[config.mk]
export PLATFORM = sky130hd
export DESIGN_NAME = softmax_row_driver
export DESIGN_NICKNAME = d
export VERILOG_FILES = /design/src/rtl/mha_pkg.sv /design/src/rtl/softmax_row_driver_row_max_sub.sv /design/src/rtl/softmax_row_driver.sv
export SDC_FILE = /design/constraint.sdc
export NUM_CORES = 2
export LEC_CHECK = 0
export CORE_MARGIN = 4
export CORE_UTILIZATION = 45
export DETAILED_ROUTE_END_ITERATION = 8
export HOLD_SLACK_MARGIN = 0.12
export PLACE_DENSITY = 0.7
export SETUP_SLACK_MARGIN = 0.2
export SYNTH_ARGS = -nofsm -noshare
export SYNTH_HDL_FRONTEND = slang
export SYNTH_SLANG_ARGS = --single-unit
[constraint.sdc]
create_clock -name I_CLK -period 12 [get_ports I_CLK]
set_input_delay 2.4 -clock I_CLK [delete_from_list [all_inputs] [get_ports I_CLK]]
set_output_delay 2.4 -clock I_CLK [all_outputs]
set_load 0.005 [all_outputs]
[src/rtl/mha_pkg.sv]
// mha_pkg: shared state type, default sizes and saturating subtract for the MHA softmax path
package mha_pkg;
    localparam int D_W = 16;
    localparam int NUM = 16;

    typedef enum logic [2:0] {S_LOAD, S_NORM, S_RUN, S_GAP, S_DRAIN} smd_state_t;

    // a - b at D_W+1 bits, clamped to [-2^(D_W-1), 0]
    function automatic logic signed [D_W-1:0] sat_sub(input logic signed [D_W-1:0] a,
                                                       input logic signed [D_W-1:0] b);
        logic signed [D_W:0] d;
        d = (D_W+1)'(a) - (D_W+1)'(b);
        if (!d[D_W]) return '0;
        if (!d[D_W-1]) return {1'b1, {(D_W-1){1'b0}}};
        return d[D_W-1:0];
    endfunction
endpackage

[src/rtl/softmax_row_driver_row_max_sub.sv]
// row_max_sub: signed running max of a loading row and the row minus that max, saturated
module row_max_sub #(
    parameter int D_W = mha_pkg::D_W,
    parameter int NUM = mha_pkg::NUM
) (
    input  logic                      I_CLK,
    input  logic                      I_RST_N,
    input  logic                      i_en,
    input  logic                      i_first,
    input  logic signed [D_W-1:0]     i_data,
    input  logic [0:NUM-1][D_W-1:0]   i_row,
    output logic [0:NUM-1][D_W-1:0]   o_row
);
    import mha_pkg::*;

    logic signed [D_W-1:0] max_q, max_d;

    always_comb begin
        max_d = (i_en && (i_first || i_data > max_q)) ? i_data : max_q;
        for (int i = 0; i < NUM; i++) o_row[i] = sat_sub($signed(i_row[i]), max_q);
    end

    always_ff @(posedge I_CLK or negedge I_RST_N)
        if (!I_RST_N) max_q <= '0;
        else max_q <= max_d;
endmodule

[src/rtl/softmax_row_driver.sv]
// softmax_row_driver: loads a score row, optionally max-normalises it, runs the softmax unit and streams the result
module softmax_row_driver #(
    parameter int D_W     = mha_pkg::D_W,
    parameter int NUM     = mha_pkg::NUM,
    parameter int SUB_MAX = 1,
    parameter int TIMEOUT = 1024
) (
    input  logic                     I_CLK,
    input  logic                     I_RST_N,
    input  logic                     I_IN_VLD,
    output logic                     O_IN_RDY,
    input  logic [D_W-1:0]           I_IN_DATA,
    output logic                     O_SM_START,
    output logic [0:NUM-1][D_W-1:0]  O_SM_DATA,
    input  logic                     I_SM_VLD,
    input  logic [0:NUM-1][D_W-1:0]  I_SM_DATA,
    output logic                     O_OUT_VLD,
    input  logic                     I_OUT_RDY,
    output logic [D_W-1:0]           O_OUT_DATA,
    output logic                     O_OUT_LAST,
    output logic                     O_ERR,
    output logic [15:0]              O_ROW_CNT
);
    import mha_pkg::*;

    localparam int CW = $clog2(NUM);
    localparam int WW = $clog2(TIMEOUT);
    localparam logic [CW-1:0] LAST_IDX = CW'(NUM - 1);
    localparam logic [WW-1:0] WD_MAX = WW'(TIMEOUT - 1);

    smd_state_t state_q, state_d;
    logic [CW-1:0] cnt_q, cnt_d;
    logic [WW-1:0] wd_q, wd_d;
    logic to_q, to_d;
    logic [15:0] row_cnt_q, row_cnt_d;
    logic [0:NUM-1][D_W-1:0] in_buf_q, in_buf_d, out_buf_q, out_buf_d, norm_row;
    logic sm_start_q, sm_start_d, out_vld_q, out_vld_d, out_last_q, out_last_d;
    logic [D_W-1:0] out_data_q, out_data_d;

    row_max_sub #(.D_W(D_W), .NUM(NUM)) u_max (
        .I_CLK   (I_CLK),
        .I_RST_N (I_RST_N),
        .i_en    (state_q == S_LOAD && I_IN_VLD),
        .i_first (cnt_q == '0),
        .i_data  (I_IN_DATA),
        .i_row   (in_buf_q),
        .o_row   (norm_row)
    );

    always_comb begin
        state_d   = state_q;
        cnt_d     = cnt_q;
        wd_d      = wd_q;
        to_d      = to_q;
        row_cnt_d = row_cnt_q;
        in_buf_d  = in_buf_q;
        out_buf_d = out_buf_q;
        case (state_q)
            S_LOAD: if (I_IN_VLD) begin
                in_buf_d[cnt_q] = I_IN_DATA;
                cnt_d   = cnt_q == LAST_IDX ? '0 : cnt_q + 1'b1;
                state_d = cnt_q == LAST_IDX ? S_NORM : S_LOAD;
            end
            S_NORM: begin
                in_buf_d = SUB_MAX != 0 ? norm_row : in_buf_q;
                state_d  = S_RUN;
            end
            S_RUN: begin
                to_d    = !I_SM_VLD;
                wd_d    = (I_SM_VLD || wd_q == WD_MAX) ? '0 : wd_q + 1'b1;
                state_d = (I_SM_VLD || wd_q == WD_MAX) ? S_GAP : S_RUN;
                if (I_SM_VLD) out_buf_d = I_SM_DATA;
            end
            // watchdog doubles as the two-cycle gap counter
            S_GAP: begin
                wd_d    = wd_q == WW'(1) ? '0 : wd_q + 1'b1;
                state_d = wd_q == WW'(1) ? (to_q ? S_LOAD : S_DRAIN) : S_GAP;
            end
            S_DRAIN: if (I_OUT_RDY) begin
                cnt_d     = cnt_q == LAST_IDX ? '0 : cnt_q + 1'b1;
                row_cnt_d = cnt_q == LAST_IDX ? row_cnt_q + 16'd1 : row_cnt_q;
                state_d   = cnt_q == LAST_IDX ? S_LOAD : S_DRAIN;
            end
            default: state_d = S_LOAD;
        endcase
        sm_start_d = state_d == S_RUN;
        out_vld_d  = state_d == S_DRAIN;
        out_data_d = state_d == S_DRAIN ? out_buf_d[cnt_d] : '0;
        out_last_d = state_d == S_DRAIN && cnt_d == LAST_IDX;
    end

    always_ff @(posedge I_CLK or negedge I_RST_N)
        if (!I_RST_N) begin
            state_q    <= S_LOAD;
            cnt_q      <= '0;
            wd_q       <= '0;
            to_q       <= 1'b0;
            row_cnt_q  <= '0;
            in_buf_q   <= '0;
            out_buf_q  <= '0;
            sm_start_q <= 1'b0;
            out_vld_q  <= 1'b0;
            out_data_q <= '0;
            out_last_q <= 1'b0;
        end else begin
            state_q    <= state_d;
            cnt_q      <= cnt_d;
            wd_q       <= wd_d;
            to_q       <= to_d;
            row_cnt_q  <= row_cnt_d;
            in_buf_q   <= in_buf_d;
            out_buf_q  <= out_buf_d;
            sm_start_q <= sm_start_d;
            out_vld_q  <= out_vld_d;
            out_data_q <= out_data_d;
            out_last_q <= out_last_d;
        end

    assign O_IN_RDY   = state_q == S_LOAD;
    assign O_SM_START = sm_start_q;
    assign O_SM_DATA  = in_buf_q;
    assign O_OUT_VLD  = out_vld_q;
    assign O_OUT_DATA = out_data_q;
    assign O_OUT_LAST = out_last_q;
    assign O_ERR      = state_q == S_RUN && wd_q == WD_MAX && !I_SM_VLD;
    assign O_ROW_CNT  = row_cnt_q;
endmodule

==> run metrics <==
cells resized by post-CTS repair 0; setup_tns 0 ns; synthesized area per cell 9.162 sq um; Final #Nets 5244; die extent in y 299.1 um; Fmax achieved 160.1 MHz; wire length of the first global-routing pass 211100 um; internal power 8.703 mW; Final Max Tran Viols 0; count of endpoints failing setup in the final report 0; placeable core region 83820 sq um; shortest clock period the worst path allows after layout 6.247 ns; I/O pin total 570; Avg WL per Cell ~24 um; weighted congestion at the end of routability-driven global placement approximately 0.92; clock transition time at the flip-flop clock pins of the worst setup and hold paths around 0.05 ns; die area 89440 sq um; total nets after synthesis 4733; area fraction of the dominant cell type after synthesis 0.3814; worst hold stages 1; number of buffers added by the clock tree synthesis step 71; synth unique cells 93; HP Class reg -> reg; cell chosen for the clock root clkbuf_16; Die Span X 299.1 um; Crit path required time 9.60 ns; post-synthesis cell type with the largest combined area dfrtp_1; sequential share of power 0.210; antenna violations before repair 15; worst slew margin relative to its limit 0.1677; Post-CTS Setup Repair Bufs 0; vias in the first global route 33810; H-Tree Depth 3; # DRC 0; layout overhead on the synthesized area 24.56%; vias per cell 5.908; fraction of power consumed by the clock network 0.139; total clock sinks slightly below 600; setup repair after global routing missed its margin no; Port Buf Inserts 569; post-route total power 16.45 mW; leading cell types by total area after synthesis dfrtp_1 (38%), ha_1 (9.2%), mux2_2 (7.6%); total wirelength of the detailed-routed design about 140000 um; most common library cell in the layout ignoring fill and taps dfrtp_1; Iter 0 DRT Violations 2845; highest-count cells in the layout ignoring fill and taps dfrtp_1 (579), clkdlybuf4s50_1 (568), a21oi_1 (529); share of layout cells above drive strength 1 0.1094; number of standard-cell rows in the floorplan 106; Clock Tree Buf Depth 3; switch share 0.4710; biggest fanout along the worst timing path 4; post-route ant nets 0; initial cell density of the core 0.4548; crit path DAT roughly 3.9 ns; total routing usage reported by global routing 0.3083; post-detail-place hpwl between 100000 and 150000 um; worst slack at placement 5.544 ns; share of synthesized flip-flops with an asynchronous set or reset 1.000; actual slew at the worst max-slew pin 1.241 ns; Fillers 7449; maximum number of pins on one net before global-route repair 171; max-capacitance violation count 0; grt total ovfl 0; number of cells on the worst reg-to-reg path 10; Synth Instances 4161; sort of element at the end of the critical path output pin; share of the yosys chip area belonging to registers 0.3814; via count 34680; clock tree from TritonCTS built; reported net switching power 7.750 mW; Synth warnings 0; final hold violation count 0; Power Dens Cells around 350 nW/um^2; Post-synth EDFFs 0; result of the run completed; total iterations of the first detailed-routing run 5; Max Clock Skew just over 0.05 ns; peak supply drop 0.0001658 V; final worst path period share 0.5206; element type at the critical path start input pin; hold buffer count at cts 0; leakage power total 21.31 nW; fraction of power consumed by combinational cells 0.651; clock insertion delay at the later pin of the skew report 0.64 ns; Netlist Area Pre-Place 38120 sq um; class of the most critical setup path in -> out; fin worst setup slack 5.753 ns; number of storage elements in the synthesis netlist 581; Post-synth top flop dfrtp_1
stage by stage:
step	cell area [sq um]	utilization	instances	hold slack, ns
floorplan	38120	-	4161	0.4460
global placement	44950	0.5363	5733	0.4628
detailed placement	44950	0.5363	5733	0.4718
CTS	47460	0.5662	5860	0.4878
global route	47480	0.5664	5865	0.5043
finish	47490	0.5665	5869	0.4830
synthesized netlist by cell type, types with 44 or more instances:
cell        n
nand3_1    71
ha_1      279
xnor2_1   110
nand2_1   378
clkbuf_1  107
mux2_2    258
nor2b_1    66
o21ai_1    69
xor2_1     67
dfrtp_1   581
nor2_1    354
o21ai_0   231
inv_1     140
a21oi_1   534
o21a_1     48
a21o_1    106
nand2b_1   45
a211oi_1   44
a31oi_1   108
worst max-delay path: stages:
cell	delay, ns
clkdlybuf4s50_1	0.52
nor4b_1	0.36
clkdlybuf4s50_1	0.57
final timing paths:
path / start / end / slack, ns
worst min-delay path: O_ROW_CNT[15]$_DFFE_PN0P_ / O_ROW_CNT[15]$_DFFE_PN0P_ / 0.48
worst min register to register: O_ROW_CNT[15]$_DFFE_PN0P_ / O_ROW_CNT[15]$_DFFE_PN0P_ / 0.48
worst max register to register: cnt_q[0]$_DFF_PN0_ / O_OUT_DATA[2]$_DFF_PN0_ / 7.13
worst max-delay path: I_SM_VLD / O_ERR / 5.75
max in group asynchronous: I_RST_N / O_SM_DATA[7]$_DFFE_PN0P_ / 7.76
min in group asynchronous: I_RST_N / O_SM_DATA[180]$_DFFE_PN0P_ / 1.84
sequential cells by signal, summed over array words and instances (netlist names), 3 cells and up:
signal,cells
O_SM_DATA,256
out_buf_q,256
O_OUT_DATA,16
O_ROW_CNT,16
u_max.max_q,16
wd_q,10
cnt_q,4
state_q,3
logic make-up (layout without fill, tap and decap cells):
| group | Yosys count | count (layout) | synth area share |
|---|---|---|---|
| compound gates | 1370 | 1370 | 0.2199 |
| other cells | 0 | 9 | 0 |
| xor+xnor | 178 | 178 | 0.04109 |
| buf+inv | 332 | 897 | 0.03768 |
| flops | 581 | 581 | 0.3814 |
| fa+ha+maj | 295 | 295 | 0.09997 |
| mux | 287 | 287 | 0.08582 |
| simple gates | 1118 | 1118 | 0.1341 |
area by class of cell:
class                   instances  area (sq um)  share of cell area
diodes                          9         22.52           0.0004743
inverters                     141         529.3             0.01115
flip-flops and latches        581         14540              0.3062
well taps                    1134          1419             0.02988
clock buffers                 102          2105             0.04432
clock inverters                25         404.1            0.008511
multi-input cells            3248         22290              0.4694
repair buffers                629          6176              0.1301
power groups by stage:
stage / clock [mW] / sequential (mW) / combinational, mW
after detailed placement: 0 / 3.48 / 10.5
after global placement: 0 / 3.45 / 10.3
after floorplan: 0 / 3.25 / 7.37
final: 2.29 / 3.46 / 10.7
after global routing: 2.40 / 3.54 / 11.8
after CTS: 2.33 / 3.45 / 10.6
per-layer routing:
| layer | track usage | routed length [um] | vias up |
|---|---|---|---|
| met5 | 0 | 71 | - |
| met2 | 0.4957 | 65080 | 1517 |
| met1 | 0.3847 | 56460 | 16690 |
| met3 | 0.07091 | 11950 | 366 |
| met4 | 0.1707 | 8876 | 10 |
| li1 | - | - | 16090 |
Power figures use the tool's default switching activity.
